--- src/rtl/traffic_time_regfile.sv ---
// Phase-duration register file: staged operator entry, range check, atomic commit to active times.
// Optional macro TIME_READBACK_EN adds a registered single-phase readback port (rd_idx / rd_time).
module traffic_time_regfile #(
  parameter int NUM_PHASES = 3,
  parameter int TIME_W     = 7,
  parameter int SHORT_IDX  = 1,
  parameter int MAX_LONG   = 99,
  parameter int MAX_SHORT  = 6,
  parameter int DEF_LONG   = 30,
  parameter int DEF_SHORT  = 3,
  localparam int IDX_W = $clog2(NUM_PHASES + 1),
  localparam int RD_W  = (NUM_PHASES > 1) ? $clog2(NUM_PHASES) : 1
) (
  input  logic                         clk,
  input  logic                         rst,
  input  logic                         set_mode,
  input  logic [TIME_W-1:0]            A,
  input  logic                         data_valid,
  output logic [NUM_PHASES*TIME_W-1:0] time_flat,
  output logic [NUM_PHASES-1:0]        alert_time,
  output logic [IDX_W-1:0]             entry_idx,
  output logic                         busy,
  output logic                         commit,
  output logic                         reject
`ifdef TIME_READBACK_EN
  ,
  input  logic [RD_W-1:0]              rd_idx,
  output logic [TIME_W-1:0]            rd_time
`endif
);

  typedef enum logic [1:0] {IDLE, ENTRY, CHECK, HOLD} state_t;

  state_t            state_q, state_d;
  logic [TIME_W-1:0] active_q [NUM_PHASES];
  logic [TIME_W-1:0] active_d [NUM_PHASES];
  logic [TIME_W-1:0] shadow_q [NUM_PHASES];
  logic [TIME_W-1:0] shadow_d [NUM_PHASES];
  logic [IDX_W-1:0]  entry_idx_q, entry_idx_d;
  logic              commit_q, commit_d;
  logic              reject_q, reject_d;

  function automatic logic [TIME_W-1:0] default_time(input int i);
    return (i == SHORT_IDX) ? TIME_W'(DEF_SHORT) : TIME_W'(DEF_LONG);
  endfunction

  function automatic logic is_invalid(input logic [TIME_W-1:0] v, input int i);
    logic [TIME_W-1:0] lim;
    lim = (i == SHORT_IDX) ? TIME_W'(MAX_SHORT) : TIME_W'(MAX_LONG);
    return (v == '0) || (v > lim);
  endfunction

  always_comb begin
    alert_time = '0;
    time_flat  = '0;
    for (int i = 0; i < NUM_PHASES; i++) begin
      alert_time[i]                  = is_invalid(shadow_q[i], i);
      time_flat[i*TIME_W +: TIME_W]  = active_q[i];
    end
  end

  assign entry_idx = entry_idx_q;
  assign busy      = (state_q != IDLE);
  assign commit    = commit_q;
  assign reject    = reject_q;

  always_comb begin
    state_d     = state_q;
    active_d    = active_q;
    shadow_d    = shadow_q;
    entry_idx_d = entry_idx_q;
    commit_d    = 1'b0;
    reject_d    = 1'b0;
    unique case (state_q)
      IDLE: begin
        if (set_mode) begin
          state_d     = ENTRY;
          entry_idx_d = '0;
          for (int i = 0; i < NUM_PHASES; i++) shadow_d[i] = '0;
        end
      end
      ENTRY: begin
        // Dropping set_mode aborts the session even if a strobe arrives on the same edge.
        if (!set_mode) begin
          state_d = IDLE;
        end else if (data_valid && (entry_idx_q < IDX_W'(NUM_PHASES))) begin
          for (int i = 0; i < NUM_PHASES; i++)
            if (entry_idx_q == IDX_W'(i)) shadow_d[i] = A;
          entry_idx_d = entry_idx_q + IDX_W'(1);
          if (entry_idx_q == IDX_W'(NUM_PHASES - 1)) state_d = CHECK;
        end
      end
      CHECK: begin
        state_d = HOLD;
        if (alert_time == '0) begin
          active_d = shadow_q;
          commit_d = 1'b1;
        end else begin
          reject_d = 1'b1;
        end
      end
      HOLD: begin
        if (!set_mode) state_d = IDLE;
      end
      default: state_d = IDLE;
    endcase
  end

  always_ff @(posedge clk) begin
    if (rst) begin
      state_q     <= IDLE;
      entry_idx_q <= '0;
      commit_q    <= 1'b0;
      reject_q    <= 1'b0;
      for (int i = 0; i < NUM_PHASES; i++) begin
        active_q[i] <= default_time(i);
        shadow_q[i] <= '0;
      end
    end else begin
      state_q     <= state_d;
      entry_idx_q <= entry_idx_d;
      commit_q    <= commit_d;
      reject_q    <= reject_d;
      active_q    <= active_d;
      shadow_q    <= shadow_d;
    end
  end

`ifdef TIME_READBACK_EN
  logic [TIME_W-1:0] rd_time_q, rd_time_d;

  // Out-of-range indices match no phase and read back as zero.
  always_comb begin
    rd_time_d = '0;
    for (int i = 0; i < NUM_PHASES; i++)
      if (rd_idx == RD_W'(i)) rd_time_d = active_q[i];
  end

  always_ff @(posedge clk) begin
    if (rst) rd_time_q <= '0;
    else     rd_time_q <= rd_time_d;
  end

  assign rd_time = rd_time_q;
`endif

endmodule

--- config.mk ---
export PLATFORM = sky130hd
export DESIGN_NAME = traffic_time_regfile
export DESIGN_NICKNAME = d
export VERILOG_FILES = /design/src/rtl/traffic_time_regfile.sv
export SDC_FILE = /design/constraint.sdc
export NUM_CORES = 1
export LEC_CHECK = 0
export ABC_AREA = 1
export CORE_MARGIN = 2
export CORE_UTILIZATION = 40
export DETAILED_ROUTE_END_ITERATION = 12
export PLACE_DENSITY_LB_ADDON = 0.3
export REMOVE_ABC_BUFFERS = 1
export SYNTH_ARGS = -nofsm -noshare
export SYNTH_HDL_FRONTEND = slang
export SYNTH_SLANG_ARGS = --single-unit
export TNS_END_PERCENT = 100
--- constraint.sdc ---
create_clock -name clk -period 1.73 [get_ports clk]
set_input_delay 0.2595 -clock clk [delete_from_list [all_inputs] [get_ports clk]]
set_output_delay 0.2595 -clock clk [all_outputs]
set_load 0.01 [all_outputs]
==> summary.md, run 1 <==
The detailed router finished its first iteration with 124 violations. The layout-stage area growth over the synthesis result was 30.5%. The tools report the worst flop-to-flop path startpoint as shadow_q[3].

The first global-routing pass estimated 7.29 mm of wire. The clock network fraction of design power came out at 0.316. The repair_antennas step left the layout with diodes totalling 0. After synthesis the cells add up to 0.00205 mm2. The antenna violation net count after detailed routing is 0. dfxtp_1 takes more of the synthesized area than any other cell. The logs give 1656 for the via count of the first global-routing pass and 26 for the total number of placement rows. Routed wire length: 4.29 mm. The path category of the worst min-delay check was reg -> reg. The logs give 24 for the number of different library cells in the post-synthesis netlist and 0 for the number of hold violations in the final report. Along the worst path, the maximum fanout reaches 6. The share of the clock period used by the worst path after layout was 0.947; the number of H-tree levels was 2. The routed wirelength normalized by instance count came out at 11.1 um. Counting flops and latches in the post-synthesis netlist gives 48. The critical path start-end classification was reg -> out. In this run, CTS created clock tree buffers numbering 5. The most used flip-flop cell after synthesis is dfxtp_1. For the number of instances in the synthesized netlist, the log shows 271.

Each instance of the synthesized netlist takes up on average 7.56 um2. VDD sags by at most 0.000477 V. Tracing the worst setup path back leads to its startpoint at state_q[0].

Hold path startpoint: time_flat[10]. After legalization and detailed placement, the total HPWL measured 3.03 mm. The floorplan step defined a die boundary enclosing 0.00571 mm2. Fill cells in the final layout number 509.

In this run the horizontal extent of the chip is 75.6 um. The tools report the max-slew headroom at the worst pin as 0.787. Required arrival time at the worst endpoint: 1470 ps. Pin slew with the least headroom to its limit: 318 ps. Ranked by total cell area, the synthesized netlist is headed by dfxtp_1 (47%), nand2_1 (8.4%), a21oi_1 (6.3%). Count of input and output buffers: 39. The count of TritonRoute iterations in the first routing pass is 5. The logs give 0.469 for the fraction of the yosys area taken by sequential cells and 0 for the total setup violations reported at the end of the flow. Summed over all cells, the static leakage comes to 1.14 nW. Once the clock tree was built, the setup fixing pass inserted 0 buffers. The clock sink count came out at 48. In this run the power density over the cells is 973 mW/mm2. The run finished with clean final reports. Portion of synthesized cell area occupied by the leading cell type: 0.469.

The tools report the via total after detailed routing as 1839. The residual DRC count was 0. The tools report the final core utilization as 0.534.

The die is 75.6 um tall. The internal power of the cells totals 1.83 mW. Setup repair after global routing left no endpoint under its margin. The achievable clock frequency is 0.611 GHz, and the clock latency of the later-clocked register in the worst-skew pair is 300 ps. The post-cts sizing count was 4. TritonCTS built the clock tree.

STA puts the critical path data arrival time at 1380 ps. The proportion of register bits with asynchronous set or reset after synthesis was 0. In this run the deepest clock path goes through 2 buffers. The worst setup path is launched from a flip-flop.

The number of antenna violations at the first check in global routing is 0. The share of post-route cells with drive strength above 1 works out to 0.149. During I/O placement, the number of pins put on the boundary was 40. The core region is 0.00501 mm2. The logs give 0.474 for the sequential group share of total power and 441 ps for the smallest hold slack. The number of enable flip-flop cells after synthesis was 0; the starting density of the core was 0.409.

The clock tree root buffer cell is clkbuf_8. The total global routing track utilization is 0.167, and the total global routing overflow is 0. The analysis attributes to net switching a power of 0.773 mW.

For the worst clock skew, the log shows 4.65 ps. The final layout net count was 330; the final weighted congestion of routability-driven global placement was 0.793. The final critical delay including setup and external delays is 1640 ps. The hold buffer count at cts is 0, and the switching part of the total is 0.297. The logs give 0 for the Yosys warning count and 0 for the number of slew-limit violations in the final report.

After detailed routing, the number of vias per cell comes to 4.76. The max-capacitance violation count was 0. Entering global routing, the biggest net connects 41 pins.

The nature of the critical path endpoint is an output port. The power share of the combinational group came out at 0.209. Clock-pin slew was measured on the worst setup and hold paths at 90 ps.
==> power by group through the flow <==
stage	sequential, mW	clock [mW]	combinational [mW]
final	1.23	0.824	0.545
after global routing	1.25	0.904	0.613
after CTS	1.23	0.854	0.547
after detailed placement	1.26	0	0.558
after global placement	1.26	0	0.549
after floorplan	1.25	0	0.321
==> layout by cell type, fill, tap and decap left out <==
| cell type | count |
|---|---|
| nand2_1 | 46 |
| inv_2 | 9 |
| bufinv_16 | 1 |
| o21ai_0 | 16 |
| a211oi_1 | 2 |
| a21oi_1 | 26 |
| nand3b_1 | 1 |
| nor2_4 | 1 |
| nand3_1 | 14 |
| nand4_2 | 1 |
| and3_1 | 1 |
| nand3_2 | 2 |
| nor2_1 | 22 |
| inv_1 | 27 |
| clkinvlp_4 | 1 |
| buf_4 | 11 |
| nand2_2 | 5 |
| inv_6 | 1 |
| nand4_1 | 18 |
| o21ai_2 | 1 |
| clkbuf_8 | 5 |
| nor2_2 | 7 |
| o21ai_1 | 6 |
| ha_1 | 4 |
| clkdlybuf4s50_1 | 36 |
| dfxtp_2 | 1 |
| buf_12 | 1 |
| dlygate4sd2_1 | 3 |
| dfxtp_1 | 47 |
==> area by class of cell <==
class                   count  area (um2)  area share
multi-input cells         173         885       0.331
flip-flops and latches     48         962       0.360
inverters                  36         135      0.0505
clock inverters             3        46.3      0.0173
repair buffers             51         489       0.183
clock buffers               5        68.8      0.0257
well taps                  70        87.6      0.0328
==> worst max-delay path: stages, from the launching register on <==
cell	delay (ps)
dfxtp_2	380
inv_2	70
nand2_1	90
clkdlybuf4s50_1	540
==> state kept, by name (all words and copies together) (netlist names), named ones only <==
name       flops
commit         1
shadow_q      21
reject         1
state_q        1
entry_idx      2
time_flat     21
==> cell usage after synthesis (4+ instances only) <==
master    number
dfxtp_1       48
nand2_1       46
inv_1         27
a21oi_1       26
nor2_1        23
nand4_1       18
o21ai_0       16
nand3_1       14
inv_2          9
buf_2          6
clkbuf_1       6
nor2_2         6
o21ai_1        6
nand2_2        5
ha_1           4
==> logic make-up (layout without fill, tap and decap cells) <==
group / count (synthesis) / count (layout) / synth area share
simple gates: 118 / 118 / 0.277
compound gates: 51 / 51 / 0.129
buf+inv: 50 / 95 / 0.101
flops: 48 / 48 / 0.469
fa+ha+maj: 4 / 4 / 0.0244
==> per-stage QoR <==
| stage | area, um2 | setup slack, ps | TNS (ps) | power (mW) | cells |
|---|---|---|---|---|---|
| floorplan | 1980 | -308 | -6280 | 1.57 | 257 |
| global placement | 2560 | 105 | 0 | 1.81 | 378 |
| detailed placement | 2560 | 79.3 | 0 | 1.82 | 378 |
| CTS | 2670 | 14.8 | 0 | 2.63 | 386 |
| global route | 2670 | 3.13 | 0 | 2.76 | 386 |
| finish | 2670 | 92.3 | 0 | 2.60 | 386 |
==> worst paths after layout <==
path	slack, ps	end	cells past startpoint
setup / recovery	90	busy	3
hold reg to reg	440	time_flat[10]	2
setup reg to reg	200	time_flat[0]	9
hold / removal	440	time_flat[10]	2
==> layer usage <==
| metal | GRT usage | vias up | share of wire |
|---|---|---|---|
| met4 | 0.0468 | 0 | 0.012 |
| met5 | 0 | - | 0 |
| met2 | 0.267 | 41 | 0.44 |
| li1 | - | 968 | - |
| met3 | 0.0450 | 6 | 0.042 |
| met1 | 0.223 | 824 | 0.50 |
Note: power is estimated with default switching activity, not from simulation.
==> run 2: changes to the inputs <==
--- a/config.mk
+++ b/config.mk
@@ -6,11 +6,10 @@
 export NUM_CORES = 1
 export LEC_CHECK = 0
 export ABC_AREA = 1
-export CORE_MARGIN = 2
+export CORE_MARGIN = 5
 export CORE_UTILIZATION = 40
 export DETAILED_ROUTE_END_ITERATION = 12
 export PLACE_DENSITY_LB_ADDON = 0.3
-export REMOVE_ABC_BUFFERS = 1
 export SYNTH_ARGS = -nofsm -noshare
 export SYNTH_HDL_FRONTEND = slang
 export SYNTH_SLANG_ARGS = --single-unit
==> run 2 against run 1 <==
  * Flip-flop and latch count did not move
  * Die area is 17% higher
  * First-iteration DRC count up 28%
  * Clock power down 18%
  * Worst hold slack got worse by 2.9 ps
  * Via count fell by 1.0%
  * Largest cell class unchanged
==> summary.md, run 2 (synthesis gave the netlist of run 1 again) <==
The area of the multi-input gates came out at 885 um2 (unchanged). The number of cells on the worst reg-to-reg path came out at 9 (unchanged). The HPWL after detailed placement is 3.39 mm (was 3.03 mm), and the residual DRC count is 0 (unchanged). The routed wire length was 4.53 mm (was 4.29 mm). Most used cells in the layout excluding fill and tap cells: dfxtp_1 (47), nand2_1 (46), clkdlybuf4s50_1 (36) (unchanged). The run gives 0.615 GHz (was 0.611 GHz) as the achievable clock frequency.

Number of buffers inserted to repair setup after CTS: 0 (unchanged). List of cells traversed by the critical path: nor2_1, a21oi_1, nor2_2, inv_1, dlygate4sd2_1 (was inv_2, nand2_1, clkdlybuf4s50_1). Setup repair after global routing left no endpoint under its margin. The tools report the worst clock skew as 2.96 ps (was 4.65 ps). Nature of the critical path endpoint: an output port (unchanged). The logs give 0 (unchanged) for the number of slew-limit violations in the final report and 2 (unchanged) for the number of H-tree levels. The switching power of the nets is 0.741 mW (was 0.773 mW). The maximum number of pins on one net before global-route repair came out at 41 (unchanged). The clock tree root buffer cell is clkbuf_8 (unchanged). The family of cells with the greatest summed delay on the critical path was flip-flops (was buffers and inverters).

The final layout net count came out at 329 (was 330). For the total instance count after detailed placement, the log shows 377 (was 378). The logs give 1370 ps (was 1380 ps) for the arrival time at the worst endpoint and 0.226 (was 0.209) for the power share of the combinational group. The final critical delay including setup and external delays is 1630 ps (was 1640 ps). Starting density of the core: 0.406 (was 0.409).

The floorplan die area was 0.00666 mm2 (was 0.00571 mm2). Area of the core: 0.00504 mm2 (was 0.00501 mm2). The total power was 2.47 mW (was 2.60 mW); the number of cells in the finished layout apart from fillers was 385 (was 386).

Nature of the critical path startpoint: a flip-flop (unchanged). The number of antenna violations at the first check in global routing is 0 (unchanged), and the routed wirelength normalized by instance count is 11.8 um (was 11.1 um). The slack of the worst reg-to-reg path is 200 ps (about the same). The logs give 438 ps (was 441 ps) for the smallest hold slack and 517 (was 509) for the number of fill cells in the layout.

The layout-stage area growth over the synthesis result is 29.7% (was 30.5%). The share of the clock period used by the worst path after layout was 0.940 (was 0.947). The logs give 1820 (was 1839) for the via total after detailed routing and 0.150 (was 0.167) for the total global routing track utilization. The run gives 286 as the post-synth net total. Path category of the worst min-delay check: reg -> reg (unchanged). The logs give 7.75 mm (was 7.29 mm) for the global-route wire length before repair and 5 (unchanged) for the clock buffer count from CTS. The clock-pin slew of the registers on the worst-case setup and hold paths is 80 ps (was 90 ps), and the worst-path maximum fanout is 3 (was 6).

The internal power summed over all cells was 1.73 mW (was 1.83 mW); the antenna violation net count after detailed routing was 0 (unchanged). For the number of ports placed on the die boundary, the log shows 40 (unchanged). TritonCTS built the clock tree. The placement-stage cell area is 0.00256 mm2 (about the same), and the max-capacitance violation count is 0 (unchanged). The largest buffer count on any clock path came out at 2 (unchanged). The clock network fraction of design power came out at 0.272 (was 0.316). For the initial DRC count, the log shows 159 (was 124). The critical path's slowest cell was dfxtp_1 (was clkdlybuf4s50_1).

The total negative slack for setup checks is 0 ps (unchanged), and the number of cells on the critical path is 5 (was 3). The tools report the clock latency of the later-clocked register in the worst-skew pair as 290 ps (was 300 ps). The most common cell after layout, fill and taps aside was dfxtp_1 (unchanged). The leakage component of the power came out at 1.13 nW (was 1.14 nW).

The via count of the first global-routing pass is 1602 (was 1656), and the combined buffer and inverter count along the critical path is 2 (unchanged). The tools report the final weighted congestion of routability-driven global placement as 0.805 (was 0.793). The power density over the cells is 928 mW/mm2 (was 973 mW/mm2), and the number of diodes added for antenna fixing is 0 (unchanged). The pin slew with the least headroom to its limit is 259 ps (was 318 ps), and the peak ir drop on the vdd network is 0.000441 V (was 0.000477 V). The longest individual stage delay on the worst path came out at 340 ps (was 540 ps). The sequential group share of total power is 0.501 (was 0.474), and the share of post-route cells with drive strength above 1 is 0.140 (was 0.149).

The number of hold violations in the final report came out at 0 (unchanged). The die height works out to 81.6 um (was 75.6 um). The switching part of the total is 0.300 (was 0.297), and the count of input and output buffers is 39 (unchanged). The depth of the worst hold-timing path came out at 2 (unchanged). The critical path start-end classification is reg -> out (unchanged).

For the max-slew headroom at the worst pin, the log shows 0.827 (was 0.787). The flow ran to the end, and the final reports show no timing, DRC or antenna violations. The die width is 81.6 um (was 75.6 um), and the clock sink count is 48 (unchanged). The logs give 0 (unchanged) for the total setup violations reported at the end of the flow and 4 (was 5) for the count of TritonRoute iterations in the first routing pass. The run gives 0.00266 mm2 (was 0.00267 mm2) as the summed area of non-filler cells in the final layout. The logs give 1470 ps (about the same) for the required arrival time at the worst endpoint and 26 (unchanged) for the total number of placement rows. The hold buffer count at cts is 0 (unchanged), and the vias per cell is 4.73 (was 4.76).

The flip-flop and latch area came out at 962 um2 (unchanged). Total global routing overflow: 0 (unchanged).
-- run 2: metrics by stage --
| step | setup slack (ps) | utilization |
|---|---|---|
| final | 103 | 0.527 |
| after detailed placement | 76.0 | 0.508 |
| after global placement | 139 | 0.508 |
| after floorplan | 280 | - |
| after global routing | 9.90 | 0.527 |
| after CTS | 65.9 | 0.526 |
-- run 2: worst min-delay path, cell delays in order (launching register included) --
cell	delay, ps
dfxtp_1	320
nand2_1	60
nor2_1	30
-- run 2: cell type report --
class                   instances  area share
inverters                      36      0.0508
flip-flops and latches         48       0.362
well taps                      70      0.0330
clock buffers                   8      0.0339
multi-input cells             173       0.333
repair buffers                 50       0.187
-- run 2: what timing repair did --
| item | in CTS | in global routing |
|---|---|---|
| cloned | 0 | 0 |
| setup endpoints to repair | 3 | 6 |
| gates resized for setup | 3 | 3 |
-- run 2: routing by layer --
layer,global-route usage,part of all wire,up-vias
met2,0.230,0.47,33
li1,-,-,971
met5,0,0,-
met4,0.0349,0.0024,0
met1,0.211,0.49,814
met3,0.0395,0.041,2
-- run 2: worst paths after layout --
| kind | start | end |
|---|---|---|
| max | shadow_q[4] | alert_time[2] |
| min | time_flat[12] | time_flat[12] |
| max reg2reg | shadow_q[7] | time_flat[20] |
| min reg2reg | time_flat[12] | time_flat[12] |
-- run 2: power groups by stage --
| stage | registers (mW) | logic (mW) | clock network, mW |
|---|---|---|---|
| 2_1_floorplan | 1.25 | 0.357 | 0 |
| 3_3_place_gp | 1.26 | 0.554 | 0 |
| 3_5_place_dp | 1.26 | 0.561 | 0 |
| 4_1_cts | 1.23 | 0.549 | 0.691 |
| 5_1_grt | 1.25 | 0.628 | 0.758 |
| 6_report | 1.24 | 0.558 | 0.672 |
==> run 3: changes to the inputs <==
--- a/config.mk
+++ b/config.mk
@@ -7,9 +7,11 @@
 export LEC_CHECK = 0
 export ABC_AREA = 1
 export CORE_MARGIN = 5
-export CORE_UTILIZATION = 40
+export CORE_UTILIZATION = 51
 export DETAILED_ROUTE_END_ITERATION = 12
 export PLACE_DENSITY_LB_ADDON = 0.3
+export SKIP_CTS_REPAIR_TIMING = 1
+export SLEW_MARGIN = 5
 export SYNTH_ARGS = -nofsm -noshare
 export SYNTH_HDL_FRONTEND = slang
 export SYNTH_SLANG_ARGS = --single-unit
==> run 3 against run 2 <==
  * Global-route usage rose by 3.0 points
  * Design area up 0.89%
  * Largest power group unchanged
  * Largest cell class unchanged
  * Final cell count shrank 4.7%
==> summary.md, run 3 (synthesis gave the netlist of run 1 again) <==
The logs give 5 (was 4) for the count of TritonRoute iterations in the first routing pass and 23 (was 26) for the total number of placement rows. The floorplan die area is 0.00539 mm2 (was 0.00666 mm2). Total setup violations reported at the end of the flow: 0 (unchanged). Most used cells in the layout excluding fill and tap cells: nand2_1 (46), dfxtp_1 (45), clkdlybuf4s50_1 (36) (was dfxtp_1 (47), nand2_1 (46), clkdlybuf4s50_1 (36)). The via count of the first global-routing pass is 1695 (was 1602). The worst-path maximum fanout is 6 (was 3), and the smallest hold slack is 441 ps (was 438 ps). The pin slew with the least headroom to its limit works out to 370 ps (was 259 ps). Clock tree root buffer cell: clkbuf_8 (unchanged). The largest buffer count on any clock path was 2 (unchanged). The clock sink count is 48 (unchanged).

The final layout net count is 331 (was 329). The layout-stage area growth over the synthesis result was 30.8% (was 29.7%); the number of hold violations in the final report was 0 (unchanged). The post-synth net total is 286 (unchanged), and the share of post-route cells with drive strength above 1 is 0.161 (was 0.140). Power density over the cells: 971 mW/mm2 (was 928 mW/mm2). The share of the clock period used by the worst path after layout is 0.943 (was 0.940). The placement-stage cell area is 0.00255 mm2 (was 0.00256 mm2), and the initial DRC count is 137 (was 159). The antenna violation net count after detailed routing was 0 (unchanged); the maximum number of pins on one net before global-route repair was 41 (unchanged). The most common cell after layout, fill and taps aside is nand2_1 (was dfxtp_1).

The total global routing overflow is 0 (unchanged), and the die height is 73.4 um (was 81.6 um). The count of input and output buffers is 39 (unchanged), and the number of slew-limit violations in the final report is 0 (unchanged). The tools report the nature of the critical path startpoint as a flip-flop (unchanged). For the peak ir drop on the vdd network, the log shows 0.000629 V (was 0.000441 V). The achievable clock frequency is 0.613 GHz (was 0.615 GHz), and the required arrival time at the worst endpoint is 1470 ps (about the same). TritonCTS built the clock tree.

For the summed area of non-filler cells in the final layout, the log shows 0.00268 mm2 (was 0.00266 mm2). For the leakage component of the power, the log shows 1.17 nW (was 1.13 nW). The max-slew headroom at the worst pin came out at 0.753 (was 0.827).

The run gives 3.18 mm (was 3.39 mm) as the HPWL after detailed placement. The global-route wire length before repair is 7.66 mm (was 7.75 mm), and the final weighted congestion of routability-driven global placement is 0.853 (was 0.805). The logs give 4.47 mm (was 4.53 mm) for the routed wire length and 40 (unchanged) for the number of ports placed on the die boundary.

The path category of the worst min-delay check was reg -> reg (unchanged). The tools report the number of H-tree levels as 2 (unchanged). The clock-pin slew of the registers on the worst-case setup and hold paths was 90 ps (was 80 ps); the area of the core was 0.00394 mm2 (was 0.00504 mm2).

The run gives 0 (unchanged) as the residual DRC count. For the total negative slack for setup checks, the log shows 0 ps (unchanged). The total global routing track utilization is 0.180 (was 0.150), and the vias per cell is 5.19 (was 4.73). Setup repair after global routing left no endpoint under its margin. The number of cells in the finished layout apart from fillers is 367 (was 385), and the routed wirelength normalized by instance count is 12.2 um (was 11.8 um).

The worst clock skew is 6.61 ps (was 2.96 ps), and the via total after detailed routing is 1903 (was 1820). The logs give 0 (unchanged) for the max-capacitance violation count and 0.520 (was 0.406) for the starting density of the core. The arrival time at the worst endpoint was 1370 ps (about the same). The nature of the critical path endpoint is an output port (unchanged). Total instance count after detailed placement: 359 (was 377). The critical path start-end classification is reg -> out (unchanged). The run gives 0 (unchanged) as the number of antenna violations at the first check in global routing. The run finished with clean final reports.

The die width was 73.4 um (was 81.6 um); the final critical delay including setup and external delays was 1630 ps (about the same). The clock latency of the later-clocked register in the worst-skew pair was 300 ps (was 290 ps); the clock buffer count from CTS was 5 (unchanged). Number of diodes added for antenna fixing: 0 (unchanged).
==> run 3: cell count changes in the layout (fill, tap and decap cells not counted), moves of 2 or more <==
cell / previous run / this run
buf_4: 8 / 11
dlygate4sd2_1: 3 / 0
clkbuf_1: 2 / 0
dfxtp_1: 47 / 45
dlymetal6s2s_1: 0 / 3
dfxtp_2: 1 / 3
==> run 3: cell type report <==
type                            count  area (um2)
Clock buffer                        5        68.8
Timing Repair Buffer               52         520
Sequential cell                    48         965
Inverter                           36         135
Clock inverter                      3        42.5
Fill cell                         347        1260
Multi-Input combinational cell    173         887
Tap cell                           50        62.6
==> run 3: path summary, 6_finish.rpt <==
| check | startpoint | end | slack, ps | depth (start not counted) |
|---|---|---|---|---|
| worst max-delay path | state_q[0] | busy | 100 | 3 |
| worst min-delay path | time_flat[11] | time_flat[11] | 440 | 2 |
| worst max register to register | entry_idx[0] | shadow_q[10] | 190 | 9 |
| worst min register to register | time_flat[11] | time_flat[11] | 440 | 2 |
==> run 3: where the power goes <==
part,internal (mW),leakage [nW],switching [mW],total [mW]
clock network,0.428,0.0541,0.367,0.795
logic,0.231,0.727,0.339,0.570
registers,1.18,0.393,0.0591,1.24
==> run 3: routing by layer <==
| layer | global-route usage | vias up | share of wire |
|---|---|---|---|
| met4 | 0.0503 | 0 | 0.013 |
| met3 | 0.0424 | 9 | 0.064 |
| met1 | 0.251 | 859 | 0.47 |
| li1 | - | 976 | - |
| met2 | 0.279 | 59 | 0.45 |
| met5 | 0 | - | 0 |
==> run 3: through the flow <==
stage	util	setup slack [ps]	power, mW
after global routing	0.680	24.9	2.74
after detailed placement	0.648	72.4	1.83
after CTS	0.676	-179	2.62
final	0.680	98.0	2.60
after global placement	0.648	131	1.81
after floorplan	-	280	1.61
==> run 3: critical path, stage by stage, from the launching register on <==
cell             delay (ps)
dfxtp_2                 380
inv_2                    70
nand2_1                  80
clkdlybuf4s50_1         530
